--- src/rtl/binary_calc_pkg.sv ---
// Shared definitions for the binary calculator: ALU opcodes, flag positions,
// key-FSM states and result-packet layout.
package binary_calc_pkg;

    localparam int OPND_W = 8;
    localparam int SEL_W  = 4;
    localparam int RES_W  = 8;
    localparam int FLAG_W = 4;
    localparam int PKT_W  = 2 * OPND_W + SEL_W + RES_W + FLAG_W;

    localparam logic [SEL_W-1:0] SEL_ADD  = 4'd0;
    localparam logic [SEL_W-1:0] SEL_SUB  = 4'd1;
    localparam logic [SEL_W-1:0] SEL_MUL  = 4'd2;
    localparam logic [SEL_W-1:0] SEL_DIV  = 4'd3;
    localparam logic [SEL_W-1:0] SEL_MOD  = 4'd4;
    localparam logic [SEL_W-1:0] SEL_SHL  = 4'd5;
    localparam logic [SEL_W-1:0] SEL_SHR  = 4'd6;
    localparam logic [SEL_W-1:0] SEL_AND  = 4'd7;
    localparam logic [SEL_W-1:0] SEL_OR   = 4'd8;
    localparam logic [SEL_W-1:0] SEL_XOR  = 4'd9;
    localparam logic [SEL_W-1:0] SEL_NOT  = 4'd10;
    localparam logic [SEL_W-1:0] SEL_NAND = 4'd11;
    localparam logic [SEL_W-1:0] SEL_NOR  = 4'd12;
    localparam logic [SEL_W-1:0] SEL_XNOR = 4'd13;
    localparam logic [SEL_W-1:0] SEL_LT   = 4'd14;
    localparam logic [SEL_W-1:0] SEL_EQ   = 4'd15;

    localparam int FLAG_Z = 3;
    localparam int FLAG_C = 2;
    localparam int FLAG_N = 1;
    localparam int FLAG_E = 0;

    typedef enum logic [2:0] {
        KEY_IDLE,
        KEY_K1,
        KEY_K2,
        KEY_K3,
        KEY_K4
    } key_state_t;

    function automatic logic [PKT_W-1:0] make_packet(
        input logic [OPND_W-1:0] a,
        input logic [OPND_W-1:0] b,
        input logic [SEL_W-1:0]  sel,
        input logic [RES_W-1:0]  res,
        input logic [FLAG_W-1:0] flags
    );
        return {a, b, sel, res, flags};
    endfunction

endpackage

--- src/rtl/binary_calc_alu.sv ---
// Combinational 8-bit ALU producing a result byte and Z/C/N/E flags.
module calc_alu
    import binary_calc_pkg::*;
(
    input  logic [OPND_W-1:0] in_a,
    input  logic [OPND_W-1:0] in_b,
    input  logic [SEL_W-1:0]  sel,
    output logic [RES_W-1:0]  result,
    output logic [FLAG_W-1:0] flags
);

    logic [OPND_W:0]     sum;
    logic [2*OPND_W-1:0] prod;
    logic                carry;
    logic                div_zero;

    assign sum  = {1'b0, in_a} + {1'b0, in_b};
    assign prod = {8'b0, in_a} * {8'b0, in_b};

    always_comb begin
        result   = '0;
        carry    = 1'b0;
        div_zero = 1'b0;
        case (sel)
            SEL_ADD: begin
                result = sum[RES_W-1:0];
                carry  = sum[OPND_W];
            end
            SEL_SUB: begin
                result = in_a - in_b;
                carry  = (in_a < in_b);
            end
            SEL_MUL: begin
                result = prod[RES_W-1:0];
                carry  = |prod[2*OPND_W-1:OPND_W];
            end
            SEL_DIV: begin
                if (in_b == '0) div_zero = 1'b1;
                else            result   = in_a / in_b;
            end
            SEL_MOD: begin
                if (in_b == '0) div_zero = 1'b1;
                else            result   = in_a % in_b;
            end
            SEL_SHL:  result = {in_a[OPND_W-2:0], 1'b0};
            SEL_SHR:  result = {1'b0, in_a[OPND_W-1:1]};
            SEL_AND:  result = in_a & in_b;
            SEL_OR:   result = in_a | in_b;
            SEL_XOR:  result = in_a ^ in_b;
            SEL_NOT:  result = ~in_a;
            SEL_NAND: result = ~(in_a & in_b);
            SEL_NOR:  result = ~(in_a | in_b);
            SEL_XNOR: result = ~(in_a ^ in_b);
            SEL_LT:   result = {7'b0, (in_a < in_b)};
            SEL_EQ:   result = {7'b0, (in_a == in_b)};
            default:  result = '0;
        endcase
    end

    always_comb begin
        flags         = '0;
        flags[FLAG_Z] = (result == '0);
        flags[FLAG_C] = carry;
        flags[FLAG_N] = result[RES_W-1];
        flags[FLAG_E] = div_zero;
    end

endmodule

--- src/rtl/binary_calc_top.sv ---
// Key-activated calculator: serial key unlock, ALU packet build, optional
// result memory (BINARY_CALC_MEM_EN) and a divided-clock serial transmitter.
//
// state    | meaning
// KEY_IDLE | nothing matched yet, expecting KEY[3]
// KEY_K1   | KEY[3] matched, expecting KEY[2]
// KEY_K2   | KEY[3:2] matched, expecting KEY[1]
// KEY_K3   | KEY[3:1] matched, expecting KEY[0]
// KEY_K4   | full key matched, next sampled bit becomes the mode
module binary_calc_top
    import binary_calc_pkg::*;
#(
    parameter logic [3:0] KEY       = 4'b1010,
    parameter int         MEM_DEPTH = 256
) (
    input  logic              CLK,
    input  logic              RESET,
    input  logic              INPUT_KEY,
    input  logic              VALID_CMD,
    input  logic              RW_MEM,
    input  logic [7:0]        ADDR,
    input  logic [OPND_W-1:0] IN_A,
    input  logic [OPND_W-1:0] IN_B,
    input  logic [SEL_W-1:0]  SEL,
    input  logic              CONFIG_DIV,
    input  logic [31:0]       DIN,
    output logic              CALC_ACTIVE,
    output logic              CALC_MODE,
    output logic              BUSY,
    output logic              D_OUT_VALID,
    output logic              D_OUT,
    output logic              CLK_Tx
);

    key_state_t state, state_next;
    logic       exp_bit;
    logic       activate;
    logic       calc_active, calc_mode;

    logic [31:0]       div;
    logic              armed;
    logic              busy;
    logic [PKT_W-1:0]  shreg;
    logic [4:0]        bit_cnt;
    logic [31:0]       per_cnt;

    logic [RES_W-1:0]  alu_result;
    logic [FLAG_W-1:0] alu_flags;
    logic [PKT_W-1:0]  packet;
    logic [PKT_W-1:0]  mem_word;
    logic [PKT_W-1:0]  tx_word;
    logic              cfg_load, accept, start_tx;

    calc_alu u_alu (
        .in_a   (IN_A),
        .in_b   (IN_B),
        .sel    (SEL),
        .result (alu_result),
        .flags  (alu_flags)
    );

    assign packet = make_packet(IN_A, IN_B, SEL, alu_result, alu_flags);

    always_comb begin
        state_next = state;
        activate   = 1'b0;
        case (state)
            KEY_IDLE: exp_bit = KEY[3];
            KEY_K1:   exp_bit = KEY[2];
            KEY_K2:   exp_bit = KEY[1];
            KEY_K3:   exp_bit = KEY[0];
            default:  exp_bit = 1'b0;
        endcase
        if (!calc_active && VALID_CMD) begin
            if (state == KEY_K4) begin
                activate   = 1'b1;
                state_next = KEY_IDLE;
            end else if (INPUT_KEY == exp_bit) begin
                case (state)
                    KEY_IDLE: state_next = KEY_K1;
                    KEY_K1:   state_next = KEY_K2;
                    KEY_K2:   state_next = KEY_K3;
                    default:  state_next = KEY_K4;
                endcase
            end else begin
                // A stray 1 may itself be the start of a fresh key.
                state_next = INPUT_KEY ? KEY_K1 : KEY_IDLE;
            end
        end
    end

    always_ff @(posedge CLK) begin
        if (RESET) begin
            state       <= KEY_IDLE;
            calc_active <= 1'b0;
            calc_mode   <= 1'b0;
        end else begin
            state <= state_next;
            if (activate) begin
                calc_active <= 1'b1;
                calc_mode   <= INPUT_KEY;
            end
        end
    end

    // A divisor load takes priority; a coincident command retries next cycle.
    assign cfg_load = CONFIG_DIV && !busy;
    assign accept   = calc_active && VALID_CMD && !busy && (div != '0)
                      && armed && !CONFIG_DIV;
    assign start_tx = accept && (!calc_mode || !RW_MEM);
    assign tx_word  = calc_mode ? mem_word : packet;

`ifdef BINARY_CALC_MEM_EN
    localparam int AW = (MEM_DEPTH > 1) ? $clog2(MEM_DEPTH) : 1;

    logic [PKT_W-1:0] mem [MEM_DEPTH];
    logic [AW-1:0]    mem_idx;
    logic             addr_ok;

    assign addr_ok  = ({24'b0, ADDR} < 32'(MEM_DEPTH));
    assign mem_idx  = AW'(ADDR);
    assign mem_word = addr_ok ? mem[mem_idx] : '0;

    always_ff @(posedge CLK) begin
        if (accept && calc_mode && RW_MEM && addr_ok)
            mem[mem_idx] <= packet;
    end
`else
    logic unused_mem_inputs;

    assign unused_mem_inputs = ^{ADDR, 32'(MEM_DEPTH)};
    assign mem_word          = '0;
`endif

    always_ff @(posedge CLK) begin
        if (RESET) begin
            div     <= '0;
            armed   <= 1'b0;
            busy    <= 1'b0;
            shreg   <= '0;
            bit_cnt <= '0;
            per_cnt <= '0;
        end else begin
            if (cfg_load)
                div <= DIN;

            if (accept)
                armed <= 1'b0;
            else if (activate || !VALID_CMD)
                armed <= 1'b1;

            if (busy) begin
                if (per_cnt == '0) begin
                    if (bit_cnt == '0) begin
                        busy <= 1'b0;
                    end else begin
                        shreg   <= {shreg[PKT_W-2:0], 1'b0};
                        bit_cnt <= bit_cnt - 5'd1;
                        per_cnt <= div - 32'd1;
                    end
                end else begin
                    per_cnt <= per_cnt - 32'd1;
                end
            end else if (start_tx) begin
                busy    <= 1'b1;
                shreg   <= tx_word;
                bit_cnt <= 5'd31;
                per_cnt <= div - 32'd1;
            end
        end
    end

    // per_cnt counts down through the bit, so the high phase is its upper part.
    assign CLK_Tx      = busy && (per_cnt >= (div >> 1));
    assign D_OUT       = busy && shreg[PKT_W-1];
    assign D_OUT_VALID = busy;
    assign BUSY        = busy;
    assign CALC_ACTIVE = calc_active;
    assign CALC_MODE   = calc_mode;

endmodule

--- config.mk ---
export PLATFORM = sky130hd
export DESIGN_NAME = binary_calc_top
export DESIGN_NICKNAME = d
export VERILOG_FILES = /design/src/rtl/binary_calc_pkg.sv /design/src/rtl/binary_calc_alu.sv /design/src/rtl/binary_calc_top.sv
export SDC_FILE = /design/constraint.sdc
export NUM_CORES = 1
export LEC_CHECK = 0
export ABC_AREA = 1
export CAP_MARGIN = 20
export CORE_AREA = 8 8 253 182
export CTS_CLUSTER_DIAMETER = 60
export CTS_CLUSTER_SIZE = 12
export DETAILED_ROUTE_END_ITERATION = 10
export DIE_AREA = 0 0 261 190
export PLACE_DENSITY = 0.54
export REMOVE_ABC_BUFFERS = 1
export SETUP_SLACK_MARGIN = 0.4
export SYNTH_ARGS = -nofsm -noshare
export SYNTH_HDL_FRONTEND = slang
export SYNTH_SLANG_ARGS = --single-unit
--- constraint.sdc ---
create_clock -name CLK -period 16.7 [get_ports CLK]
set_clock_uncertainty 0.1 [all_clocks]
set_input_delay 2.505 -clock CLK [delete_from_list [all_inputs] [get_ports CLK]]
set_output_delay 2.505 -clock CLK [all_outputs]
set_load 0.02 [all_outputs]
======== Yosys cells after proc, flatten, opt, wreduce, memory -nomap -nowiden ========
Index checks and enable logic that the tools add are counted.
operators by class
  add/sub/neg operators ................... 5
  multipliers ............................. 1
  divide/modulo/power cells ............... 2
  magnitude comparators ................... 2
  eq/ne operators ......................... 23
  mux-type cells .......................... 30
  bitwise gates (word level) .............. 7
  reductions and logical operators ........ 32
operators with widths
  kind                     number
  $mux W32                 9
  $pmux W8 S16             1
  $sub A32 B1 Y32 const B  2
  $eq A4 B4 Y1 const B     8
  $ge A32 B31 Y1           1
  $logic_not A32 Y1        1
  $not A8 Y8               4
  $reduce_bool A32 Y1      1
  $mux W5                  4
  $eq A4 B3 Y1 const B     4
  $logic_not A8 Y1         2
  $mul A8 B8 Y16           1
  $mux W8                  2
  $logic_and A1 B1 Y1      10
  $mux W1                  10
  $add A8 B8 Y9            1
  $pmux W3 S3              1
  $and A8 B8 Y8            1
  $div A8 B8 Y8            1
  $eq A4 B2 Y1 const B     2
  $eq A8 B8 Y1             1
  $lt A8 B8 Y1             1
  $mod A8 B8 Y8            1
  $or A8 B8 Y8             1
  23 further kinds         32
word-level totals
  bits in registers ....................... 108
  input port bits ......................... 66
  output and inout bits ................... 6

======== Logic depth before layout (Yosys ltp) ========
Gate-level depths: netlist of the first run.
  depth in word-level cells ............... 8
  mapped depth ............................ 82
  mapped depth without buffers ............ 82

======== Hierarchy ========
From an unflattened synthesis of the first run, not the netlist that was laid out.
second synthesis, totals
  cell total of the unflattened synthesis .. 2021
  area total of the unflattened synthesis .. 12798.5 um2
modules (own cells, without submodules)
  module           instances  cells an instance  area an instance (um2)  sequential area each (um2)
  binary_calc_top  1          1094               7049.3                  2162.1
  calc_alu         1          927                5749.3                  0.0

======== Least setup slack after synthesis of the first run ========
Ideal clock, no wire load.
  path type ............................... in2reg
  start ................................... input port IN_B[3]
  end ..................................... register shreg[3]
  library setup time ...................... 70 ps
  data arrival time ....................... 10865 ps
  data required time ...................... 16530 ps
  slack ................................... 5666 ps
  cell stages on the path ................. 75
  cell sequence ........................... buf_2 > inv_1 > nand2_2 > nor2_4 > nand2_1 > nand2_1 > nand2_1 > ha_1 > o21ai_0 > nand2_1 > nand2_1 > nand2_1 > nand2_1 > ha_1 > nand2_1 > nand3_1 > nand2_1 > nand2_1 > [39 not listed] > o21ai_2 > inv_1 > fa_1 > nor2_1 > o21ai_0 > nand2_1 > nand2_1 > nand3_2 > nand3_1 > nand3b_1 > nand2_1 > nand2_1 > nand2_1 > nor2_1 > nand4_1 > nor2_1 > nand3_1 > a21oi_1
between the ends
  longest elaborated chain between the ends .. 7
  elaborated cells on any way between the ends .. 21
  classes of those cells .................. add/sub (2); mul (1); div (2); order compare (1); eq/ne (1); mux (6); bitwise (6); reduce/logical (2)
RTL lines
  what                                   line                    RTL
  start, declared                        binary_calc_top.sv:23   input logic [OPND_W-1:0] IN_B,
  $mod A8 B8 Y8 (tied with other cells)  binary_calc_alu.sv:43   else result = in_a % in_b;
  $mux W8 (tied with other cells)        binary_calc_alu.sv:42   if (in_b == '0) div_zero = 1'b1;
  $pmux W8 S16 (*)                       binary_calc_alu.sv:24   case (sel)
  $logic_not A8 Y1 (*)                   binary_calc_alu.sv:62   flags[FLAG_Z] = (result == '0);
  $mux W32 (*)                           binary_calc_top.sv:111  assign tx_word = calc_mode ? mem_word : packet;
  $mux W32 (*)                           binary_calc_top.sv:164  end else if (start_tx) begin
  $mux W32 (*)                           binary_calc_top.sv:152  if (busy) begin
  end signal, assigned                   binary_calc_top.sv:157  shreg <= {shreg[PKT_W-2:0], 1'b0};
  end signal, assigned                   binary_calc_top.sv:166  shreg <= tx_word;
  end, declared                          binary_calc_top.sv:43   logic [PKT_W-1:0] shreg;
Mark *: on every way between the ends. The rest lies on a longest branch, timed or not. The select of a mux whose other input is x is not followed.
A chain may end at the register's enable or synchronous reset.

======== Worst setup path after layout of the first run ========
Ends and elaborated chain as after synthesis.

==> results of run 1 <==
-- area by class of cell --
| type | count | area (µm²) | share of cell area |
|---|---|---|---|
| flip-flops and latches | 108 | 2162 | 0.1558 |
| clock buffers | 9 | 225.2 | 0.01623 |
| repair buffers | 75 | 715.7 | 0.05159 |
| multi-input cells | 1430 | 8805 | 0.6347 |
| clock inverters | 7 | 85.08 | 0.006133 |
| inverters | 317 | 1190 | 0.08577 |
| well taps | 552 | 690.7 | 0.04978 |
-- path summary, 6_finish.rpt --
kind          startpoint         end  slack [ns]
max              IN_B[3]    shreg[3]        3.11
min            shreg[16]   shreg[16]        0.37
max reg2reg  per_cnt[24]  bit_cnt[0]       12.38
min reg2reg    shreg[16]   shreg[16]        0.37
-- worst max-delay path: cells and delay by family --
kind / cells / cell delay, ns
adders and majority gates: 7 / 2.23
and+or+nand+nor: 51 / 5.82
buffers and inverters: 14 / 2.61
AOI/OAI and AO/OA: 5 / 0.62
-- cell usage in the layout (no fill, tap or decap), types with 8 or more instances in the layout --
cell type	count
or2_2	10
o22ai_1	15
buf_4	12
nand3_1	117
xor2_1	44
xnor2_1	18
clkdlybuf4s50_1	62
o211ai_1	8
nand2_2	8
inv_2	12
clkbuf_16	9
nor4_1	12
a31oi_1	13
nor2_1	169
nor3_1	22
o21ai_0	149
nand2_1	387
inv_1	305
fa_1	39
a21oi_1	176
dfxtp_1	108
ha_1	137
nand4_1	19
-- per-layer routing --
layer  GRT usage  vias to the layer above
li1            -                     6300
met1      0.2495                     5681
met3     0.03230                       41
met4     0.02962                        2
met2      0.2305                      351
met5           0                        -
-- kinds of logic after synthesis --
| logic type | after synthesis | share of synthesized area |
|---|---|---|
| buffers and inverters | 382 | 0.1214 |
| DFF | 108 | 0.1733 |
| and+or+nand+nor | 783 | 0.2781 |
| AOI/OAI and AO/OA | 409 | 0.1838 |
| xor gates and xnor gates | 62 | 0.04351 |
| adders and majority gates | 176 | 0.1999 |
-- report_power, final --
part	switching, mW	leakage [nW]	internal (mW)
Combinational	0.273	5.83	0.164
Clock	0.114	0.154	0.121
Sequential	0.00519	0.879	0.264
Total	0.392	6.87	0.548
-- registers in the layout, indices dropped and copies added (netlist names) --
| name | flops |
|---|---|
| div | 32 |
| per_cnt | 32 |
| CALC_MODE | 1 |
| bit_cnt | 5 |
| BUSY | 1 |
| armed | 1 |
| CALC_ACTIVE | 1 |
| state | 3 |
| shreg | 32 |
-- stage by stage --
stage          hold slack (ns)  std cells  instance area, µm²  setup slack, ns    util
5_1_grt                 0.3833       2498               13870            1.938  0.3308
6_report                0.3679       2498               13870            3.107  0.3308
3_3_place_gp            0.3482       2482               13560            3.113  0.3234
3_5_place_dp            0.3535       2482               13560            2.900  0.3234
2_1_floorplan           0.3351       1855               12150            5.761       -
4_1_cts                 0.3667       2498               13870            3.265  0.3308
==> results.txt, run 1 <==
----------------------------------------------------
[Logic synthesis]
  Asr flop ratio synth ... 0
  Count of cell types in the netlist ... 62
  Ys Warns ... 0
  Portion of synthesized cell area occupied by the leading cell type ... 0.1733
  List of most frequent post-synthesis cells ... nand2_1, inv_1, a21oi_1
  Synthesized area ... 12,480 µm²
  Number of enable flip-flop cells after synthesis ... 0
  Sequential cell area fraction in the yosys report ... 0.1733
  Largest area contributor in the netlist ... dfxtp_1
  Dominant synthesized flop cell ... dfxtp_1
  Top cells by area in the synthesized netlist ... dfxtp_1, ha_1, nand2_1
  Number of flip-flops and latches in the synthesized netlist ... 108
  Syn Inst Count ... roughly 1,900
  Most repeated cell in the gate-level netlist after synthesis ... nand2_1
  Synth Area per Inst ... 6.500 µm²

[GRT]
  Global-route wire length before repair ... 65,080 µm
  Total congestion overflow after global routing ... 0
  GRT Overall Usage ... 0.1624
  Initial antenna violation count ... 2
  Largest net degree at the start of global routing ... 65
  Number of global-route vias before repair ... 11,820

[Clocking]
  Post-cts sizing count ... 0
  Clock transition time at the flip-flop clock pins of the worst setup and hold paths ... about 0.080 ns
  Number of clock sinks ... 108
  Post-CTS setup-driven buffer insertion count ... 0
  Source-to-sink clock delay at the later pin of the worst-skew pair ... 0.37 ns
  Hold-fix buffers, CTS ... 0
  CTS H-tree lvls ... 3
  Clock Tree Root ... clkbuf_16
  Number of clock buffers inserted by TritonCTS ... 9
  Maximum clock insertion buffer count ... 2
  TritonCTS clock tree ... built

[Power and ir drop]
  Peak supply drop ... around 0.045 mV
  Power, Total ... 0.9402 mW
  Static Leak ... about 6.9 nW
  Ratio of total power to cell area ... 67.77 nW/µm²

[Worst setup path]
  Critical path required time ... 16.91 ns
  Cell repeated most along the worst path ... nand2_1
  WS Path Type ... input pin to flip-flop
  Arr. time, crit path ... 13.80 ns
  Crit-path slowest cell ... clkdlybuf4s50_1
  Worst reg-to-reg path cell count ... 13
  Worst Path Max Fanout ... 10
  CP startpoint kind ... input pin
  Capturing element type of the critical path ... flip-flop
  Largest incremental delay on the critical path ... 0.67 ns

[Detailed routing]
  Metal-1 WL ... 21,760 µm
  Routed Wire Length ... 40,960 µm
  Highest metal layer with signal wires ... met5
  Drt pass-1 iters ... 5
  Detail-routed net length per standard cell ... 16.40 µm
  Via total after detailed routing ... 12,380
  DRC errors left ... 0
  Sum of met2 wire segment lengths after detailed routing ... 16,010 µm
  Number of antenna-violating nets in the routed design ... 0
  Drt via density ... between 4 and 5
  Metal3 WL ... 2678 µm
  Drt initial violations ... between 1,000 and 1,500

[Floorplan]
  Area of the core region ... between 40,000 and 50,000 µm²
  Die Width ... approximately 260 µm
  Starting utilization of the core area ... 0.2976
  Num ports ... 72
  Placement Rows ... between 60 and 70
  Die Ht ... 190 µm
  Die footprint ... 49,590 µm²

[STA]
  Post-Route Setup TNS ... 0 ns
  Fraction of the cycle the final worst path needs ... 0.8140
  Worst slew pin tran ... a little under 1 ns
  Relative max-transition margin ... 0.3386
  Max-slew violation count ... 0
  Final hold violation count ... 0
  Total setup violations reported at the end of the flow ... 0
  Clock period minus worst slack ... 13.59 ns
  Unrepaired setup endpoints after global routing ... no
  Max Fclk ... 73.57 MHz

[Outcome]
  Outcome ... finished clean

[Cells and area]
  Layout filler cell count ... 4,594
  Fraction of layout cells with a size suffix above 1 ... 0.05190
  Area growth from synthesis to layout ... 11.17%
  Layout Nets ... between 2,000 and 2,500
  Antenna Cells ... 0

[Place]
  Count of buffers inserted at the top-level ports ... 63
  Final HPWL DP ... 31,440 µm
  Global placer's final weighted congestion ... 0.9302

[Worst hold path]
  Cell count of the worst hold path ... 2
  Hold WC Path Type ... flip-flop to flip-flop

[Flow run]
  Maximum Capacitance Violations ... 0

----------------------------------------------------
No activity file was read; power rests on OpenSTA's default activity.
==> inputs of run 2 (changes only) <==
==> constraint.sdc (replaced) <==
create_clock -name CLK -period 14.3 [get_ports CLK]
set_clock_uncertainty 0.1 [all_clocks]
set_input_delay 2.145 -clock CLK [delete_from_list [all_inputs] [get_ports CLK]]
set_output_delay 2.145 -clock CLK [all_outputs]
set_load 0.02 [all_outputs]
==> results.txt, run 2 (synthesized netlist as in run 1, its figures left out) <==
----------------------------------------------------
[Worst hold path]
  Launch instance of the worst min-delay path ... shreg[25] (was shreg[16])
  Cell count of the worst hold path ... 2 (unchanged)
  Worst Hold End ... shreg[25] (was shreg[16])
  Hold WC Path Type ... flip-flop to flip-flop (unchanged)

[Worst setup path]
  WS Path Type ... input pin to flip-flop (unchanged)
  RR Startpoint ... per_cnt[24] (unchanged)
  Arr. time, crit path ... 12.84 ns (was 13.80 ns)
  Cell repeated most along the worst path ... nand2_1 (unchanged)
  Cell type group with the largest total delay on the critical path ... simple AND/OR/NAND/NOR gates (unchanged)
  Worst flop-to-flop path endpoint ... shreg[1] (was bit_cnt[0])
  Capturing element type of the critical path ... flip-flop (unchanged)
  Critical path required time ... 14.51 ns (was 16.91 ns)
  CP startpoint kind ... input pin (unchanged)
  Largest incremental delay on the critical path ... 0.43 ns (was 0.67 ns)
  Crit-path slowest cell ... fa_1 (was clkdlybuf4s50_1)
  Worst reg-to-reg path cell count ... 13 (unchanged)
  Stages on the worst setup path ... 75 (was 77)
  Worst Path Max Fanout ... 10 (unchanged)
  Number of buffer and inverter instances along the worst setup path ... 15 (was 14)
  Slack of the worst reg-to-reg path ... 10.09 ns (was 12.38 ns)

[STA]
  Worst hold margin ... 0.3684 ns (was 0.3679 ns)
  Unrepaired setup endpoints after global routing ... no (unchanged)
  Post-Route Setup TNS ... 0 ns (unchanged)
  Fraction of the cycle the final worst path needs ... 0.8833
  Max Fclk ... 79.17 MHz
  Final hold violation count ... 0 (unchanged)
  Max-slew violation count ... 0 (unchanged)
  Relative max-transition margin ... 0.3373 (was 0.3386)
  Slack of the critical path ... 1.668 ns (was 3.107 ns)
  Worst slew pin tran ... 0.9905 ns (was 0.9886 ns)
  Total setup violations reported at the end of the flow ... 0 (unchanged)
  Clock period minus worst slack ... 12.63 ns

[GRT]
  Initial antenna violation count ... 0 (was 2)
  Largest net degree at the start of global routing ... 65 (unchanged)
  Global-route wire length before repair ... 65,400 µm (was 65,080 µm)
  GRT Overall Usage ... 0.1640 (was 0.1624)
  Number of global-route vias before repair ... 11,680 (was 11,820)
  Total congestion overflow after global routing ... 0 (unchanged)

[Floorplan]
  Die footprint ... 49,590 µm² (unchanged)
  Die Width ... 261 µm (unchanged)
  Area of the core region ... 41,940 µm² (unchanged)
  Num ports ... 72 (unchanged)
  Starting utilization of the core area ... 0.2976 (unchanged)
  Die Ht ... 190 µm (unchanged)
  Placement Rows ... 63 (unchanged)

[Cells and area]
  Largest registers in the final layout ... div (32), per_cnt (32), shreg (32) (unchanged)
  Final standard cell count with taps included and fillers excluded ... 2,503 (was 2,498)
  Most frequent standard cell in the layout excluding fill and tap cells ... nand2_1 (unchanged)
  Most used cells in the layout excluding fill and tap cells ... nand2_1, inv_1, a21oi_1 (unchanged)
  Area growth from synthesis to layout ... 11.42% (was 11.17%)
  Fraction of layout cells with a size suffix above 1 ... 0.05487 (was 0.05190)
  Layout Nets ... 2,187 (was 2,183)

[Power and ir drop]
  Part of the power in the clock network ... 0.235 (was 0.250)
  Ratio of total power to cell area ... 78.42 nW/µm² (was 67.77 nW/µm²)
  Peak supply drop ... 0.06266 mV (was 0.04452 mV)
  Switching pwr ... 0.4664 mW (was 0.3923 mW)
  Sequential share of power ... 0.288 (was 0.286)
  Static Leak ... 6.925 nW (was 6.866 nW)
  Internal Dissipation ... 0.6239 mW (was 0.5478 mW)
  Switching part of the total ... 0.4278 (was 0.4173)
  Combinational group share of total power ... 0.477 (was 0.464)

[Detailed routing]
  DRC errors left ... 0 (unchanged)
  Via total after detailed routing ... 12,580 (was 12,380)
  Drt pass-1 iters ... 6 (was 5)
  Number of antenna-violating nets in the routed design ... 0 (unchanged)
  Drt initial violations ... 1,243 (was 1,176)
  Drt via density ... 5.025 (was 4.954)
  Routed Wire Length ... 41,320 µm (was 40,960 µm)
  Detail-routed net length per standard cell ... 16.51 µm (was 16.40 µm)

[Clocking]
  Number of clock buffers inserted by TritonCTS ... 9 (unchanged)
  Clock Tree Root ... clkbuf_16 (unchanged)
  Maximum clock insertion buffer count ... 2 (unchanged)
  Number of clock sinks ... 108 (unchanged)
  Source-to-sink clock delay at the later pin of the worst-skew pair ... 0.38 ns (was 0.37 ns)
  TritonCTS clock tree ... built (unchanged)
  Clock transition time at the flip-flop clock pins of the worst setup and hold paths ... 0.09 ns (was 0.08 ns)
  CTS H-tree lvls ... 3 (unchanged)

[Place]
  Total placed cells including tap cells ... 2,485 (was 2,482)
  Post-Place Worst Slack ... 1.213 ns (was 2.900 ns)
  Final HPWL DP ... 31,550 µm (was 31,440 µm)
  Count of buffers inserted at the top-level ports ... 63 (unchanged)
  Global placer's final weighted congestion ... 0.9308 (was 0.9302)

[Flow run]
  Maximum Capacitance Violations ... 0 (unchanged)

[Outcome]
  Outcome ... finished clean (unchanged)

----------------------------------------------------
-- run 2: cell types whose count changed in the layout (fill, tap and decap cells not counted), sizes merged --
cell | previous run | this run
buf | 13 | 17
bufinv | 1 | 0
clkbuf | 9 | 10
clkdlybuf4s50 | 62 | 56
clkinvlp | 0 | 2
diode | 0 | 1
dlymetal6s2s | 0 | 6
inv | 323 | 321
-- run 2: how the worst max path moves through the flow --
stage | from | slack, ns | to
final | IN_B[3] | 1.67 | shreg[9]
after CTS | IN_B[6] | 1.60 | shreg[3]
after global routing | IN_B[3] | 0.43 | shreg[3]
after detailed placement | IN_B[6] | 1.21 | shreg[3]
after floorplan | IN_B[0] | 3.72 | shreg[3]
after global placement | IN_B[6] | 1.46 | shreg[3]
-- run 2: worst register-to-register path, delay by kind of cell, from the launching register on --
family	cells	cell delay [ns]
AOI/OAI and AO/OA	2	0.54
buffers and inverters	4	0.92
DFF	1	0.37
and+or+nand+nor	7	2.18
-- run 2: metrics by stage --
stage	utilization	total power [mW]	cell area (µm²)
after floorplan	-	0.6890	12150
after global placement	0.3240	0.8229	13590
after detailed placement	0.3240	0.8297	13590
after CTS	0.3306	1.090	13870
after global routing	0.3315	1.183	13900
final	0.3316	1.090	13900
-- run 2: power groups by stage --
stage                     sequential (mW)  clock (mW)  combinational, mW
after global routing                0.315       0.277              0.591
final                               0.314       0.257              0.520
after CTS                           0.314       0.263              0.513
after floorplan                     0.320           0              0.369
after global placement              0.321           0              0.502
after detailed placement            0.321           0              0.509
-- run 2: repair_timing --
item / CTS / global route
hold endpoints to repair: 0 / 0
endpoints found under the setup margin: 0 / 8
resized for setup: 0 / 10
buffers inserted: 0 / 1
hold buffers: 0 / 0
-- run 2: layout make-up --
| class | count | area, µm² |
|---|---|---|
| antenna | 1 | 2.502 |
| clock buffer | 10 | 229.0 |
| clock inverter | 6 | 51.30 |
| fill | 4590 | 28030 |
| inverter | 317 | 1196 |
| multi-input combinational | 1430 | 8812 |
| sequential | 108 | 2162 |
| tap | 552 | 690.7 |
| timing repair buffer | 79 | 760.7 |
-- run 2: metal layers --
metal	vias up	part of all wire	track usage
met5	-	0	0
met4	0	0.0080	0.02318
met3	33	0.082	0.04130
met2	381	0.39	0.2303
met1	5846	0.52	0.2511
li1	6317	-	-
==> inputs of run 3 (changes only) <==
--- a/config.mk
+++ b/config.mk
@@ -7,14 +7,15 @@
 export LEC_CHECK = 0
 export ABC_AREA = 1
 export CAP_MARGIN = 20
-export CORE_AREA = 8 8 253 182
+export CORE_AREA = 8 8 256 184
 export CTS_CLUSTER_DIAMETER = 60
 export CTS_CLUSTER_SIZE = 12
 export DETAILED_ROUTE_END_ITERATION = 10
-export DIE_AREA = 0 0 261 190
+export DIE_AREA = 0 0 264 192
 export PLACE_DENSITY = 0.54
 export REMOVE_ABC_BUFFERS = 1
 export SETUP_SLACK_MARGIN = 0.4
 export SYNTH_ARGS = -nofsm -noshare
 export SYNTH_HDL_FRONTEND = slang
+export SYNTH_HIERARCHICAL = 1
 export SYNTH_SLANG_ARGS = --single-unit
==> results.txt, run 3 <==
----------------------------------------------------
[STA]
  Post-Route Setup TNS ... 0 ns (unchanged)
  Max Fclk ... 77.92 MHz (was 79.17 MHz)
  Unrepaired setup endpoints after global routing ... no (unchanged)
  Relative max-transition margin ... 0.3197 (was 0.3373)
  Total setup violations reported at the end of the flow ... 0 (unchanged)
  Fraction of the cycle the final worst path needs ... 0.8974 (was 0.8833)
  Max-slew violation count ... 0 (unchanged)
  Worst hold margin ... 0.3680 ns (was 0.3684 ns)
  Final hold violation count ... 0 (unchanged)
  Clock period minus worst slack ... 12.83 ns (was 12.63 ns)
  Worst slew pin tran ... 1.018 ns (was 0.9905 ns)

[Worst setup path]
  Slack of the worst reg-to-reg path ... 11.22 ns (was 10.09 ns)
  Critical path required time ... 14.50 ns (was 14.51 ns)
  Arr. time, crit path ... 13.03 ns (was 12.84 ns)
  Worst Path Max Fanout ... 9 (was 10)
  Capturing element type of the critical path ... flip-flop (unchanged)
  WS Path Type ... input pin to flip-flop (unchanged)
  Cell repeated most along the worst path ... nand2_1 (unchanged)
  Crit-path slowest cell ... clkdlybuf4s50_1 (was fa_1)
  CP startpoint kind ... input pin (unchanged)
  Largest incremental delay on the critical path ... 0.48 ns (was 0.43 ns)

[Clocking]
  Number of clock buffers inserted by TritonCTS ... 9 (unchanged)
  Post-cts sizing count ... 0 (unchanged)
  TritonCTS clock tree ... built (unchanged)
  CTS H-tree lvls ... 3 (unchanged)
  Clock Tree Root ... clkbuf_16 (unchanged)
  Post-CTS setup-driven buffer insertion count ... 0 (unchanged)
  Clock transition time at the flip-flop clock pins of the worst setup and hold paths ... 0.07 ns (was 0.09 ns)
  Source-to-sink clock delay at the later pin of the worst-skew pair ... 0.37 ns (was 0.38 ns)
  Number of clock sinks ... 108 (unchanged)
  Maximum clock insertion buffer count ... 2 (unchanged)
  Hold-fix buffers, CTS ... 0 (unchanged)

[Floorplan]
  Die Ht ... 192 µm (was 190 µm)
  Area of the core region ... 43,080 µm² (was 41,940 µm²)
  Num ports ... 72 (unchanged)
  Die Width ... 264 µm (was 261 µm)
  Die footprint ... 50,690 µm² (was 49,590 µm²)
  Placement Rows ... 64 (was 63)
  Starting utilization of the core area ... 0.2971 (was 0.2976)

[Cells and area]
  Area growth from synthesis to layout ... 11.71% (was 11.42%)
  Most used cells in the layout excluding fill and tap cells ... nand2_1, inv_1, nor2_1 (was nand2_1, inv_1, a21oi_1)
  Antenna Cells ... 0 (was 1)
  Layout filler cell count ... 4,756 (was 4,590)
  Core utilization of the finished layout ... 0.3319 (was 0.3316)
  Most frequent standard cell in the layout excluding fill and tap cells ... nand2_1 (unchanged)
  Fraction of layout cells with a size suffix above 1 ... 0.05337 (was 0.05487)
  Layout Nets ... 2,297 (was 2,187)
  Multi-input gate area ... 9216 µm² (was 8812 µm²)
  Largest registers in the final layout ... div (32), per_cnt (32), shreg (32) (unchanged)
  Storage cell area ... 2163 µm² (was 2162 µm²)

[Power and ir drop]
  Peak supply drop ... 0.05147 mV (was 0.06266 mV)
  Ratio of total power to cell area ... 78.85 nW/µm² (was 78.42 nW/µm²)
  Static Leak ... 7.486 nW (was 6.925 nW)

[Logic synthesis]
  Largest area contributor in the netlist ... dfxtp_1 (unchanged)
  Portion of synthesized cell area occupied by the leading cell type ... 0.1689 (was 0.1733)
  Asr flop ratio synth ... 0 (unchanged)
  Dominant synthesized flop cell ... dfxtp_1 (unchanged)
  Sequential cell area fraction in the yosys report ... 0.1689 (was 0.1733)
  Number of enable flip-flop cells after synthesis ... 0 (unchanged)
  Synth Area per Inst ... 6.333 µm² (was 6.500 µm²)
  Top cells by area in the synthesized netlist ... dfxtp_1, nand2_1, ha_1 (was dfxtp_1, ha_1, nand2_1)
  Count of cell types in the netlist ... 55 (was 62)
  Number of flip-flops and latches in the synthesized netlist ... 108 (unchanged)
  Most repeated cell in the gate-level netlist after synthesis ... nand2_1 (unchanged)
  Synthesized area ... 12,800 µm² (was 12,480 µm²)
  Syn Inst Count ... 2,021 (was 1,920)
  Ys Warns ... 6 (was 0)
  List of most frequent post-synthesis cells ... nand2_1, inv_1, nor2_1 (was nand2_1, inv_1, a21oi_1)

[Place]
  Global placer's final weighted congestion ... 0.9892 (was 0.9308)
  Final HPWL DP ... 34,470 µm (was 31,550 µm)
  Count of buffers inserted at the top-level ports ... 63 (unchanged)

[GRT]
  GRT Overall Usage ... 0.1703 (was 0.1640)
  Initial antenna violation count ... 5 (was 0)
  Total congestion overflow after global routing ... 0 (unchanged)
  Number of global-route vias before repair ... 12,330 (was 11,680)
  Largest net degree at the start of global routing ... 71 (was 65)
  Global-route wire length before repair ... 69,260 µm (was 65,400 µm)

[Detailed routing]
  Number of antenna-violating nets in the routed design ... 0 (unchanged)
  Drt via density ... 5.022 (was 5.025)
  Drt pass-1 iters ... 5 (was 6)
  Routed Wire Length ... 44,120 µm (was 41,320 µm)
  Via total after detailed routing ... 13,170 (was 12,580)
  Detail-routed net length per standard cell ... 16.83 µm (was 16.51 µm)
  DRC errors left ... 0 (unchanged)
  Drt initial violations ... 1,296 (was 1,243)

[Outcome]
  Outcome ... finished clean (unchanged)

[Worst hold path]
  Hold WC Path Type ... flip-flop to flip-flop (unchanged)

[Flow run]
  Maximum Capacitance Violations ... 0 (unchanged)

----------------------------------------------------
## run 3: through the flow
step / std cells / cell area [µm²] / power [mW] / setup slack [ns]
2_1_floorplan: 1957 / 12450 / 0.7003 / 3.290
3_3_place_gp: 2606 / 13980 / 0.8428 / 1.423
3_5_place_dp: 2606 / 13980 / 0.8492 / 1.128
4_1_cts: 2622 / 14300 / 1.130 / 1.482
5_1_grt: 2622 / 14300 / 1.215 / 0.4698
6_report: 2622 / 14300 / 1.127 / 1.467
## run 3: cell type report
class	instances	share of cell area
clock inverter	7	0.006476
timing repair buffer	88	0.05723
tap	561	0.04909
inverter	287	0.07552
clock buffer	9	0.01575
multi-input combinational	1562	0.6446
sequential	108	0.1513
## run 3: critical path, delay by kind of cell
kind                       cells  cell delay (ns)
AOI/OAI and AO/OA              7             1.19
adders and majority gates      8             2.55
buffers and inverters          8             1.24
and+or+nand+nor               51             5.89
## run 3: final timing paths
path / start / to / depth (start not counted)
worst max-delay path: IN_B[0] / shreg[3] / 74
worst min-delay path: shreg[5] / shreg[5] / 2
worst max register to register: div[8] / bit_cnt[3] / 11
worst min register to register: shreg[5] / shreg[5] / 2
## run 3: kinds of logic (layout without fill, tap and decap cells)
logic type | count (synthesis) | count (layout) | share of synthesized area
simple gates | 973 | 973 | 0.3264
buf+inv | 351 | 391 | 0.1115
compound gates | 354 | 354 | 0.1581
flops | 108 | 108 | 0.1689
fa+ha+maj | 175 | 175 | 0.1940
xor+xnor | 60 | 60 | 0.04106
## run 3: report_power, final
group / switching [mW] / internal, mW
clock: 0.135 / 0.141
combinational: 0.330 / 0.205
sequential: 0.00846 / 0.308
## run 3: routing by layer
| metal | GRT usage | part of all wire | vias up |
|---|---|---|---|
| met5 | 0 | 0.0014 | - |
| li1 | - | - | 6593 |
| met2 | 0.2437 | 0.38 | 458 |
| met3 | 0.04144 | 0.089 | 45 |
| met1 | 0.2557 | 0.51 | 6062 |
| met4 | 0.02977 | 0.012 | 10 |
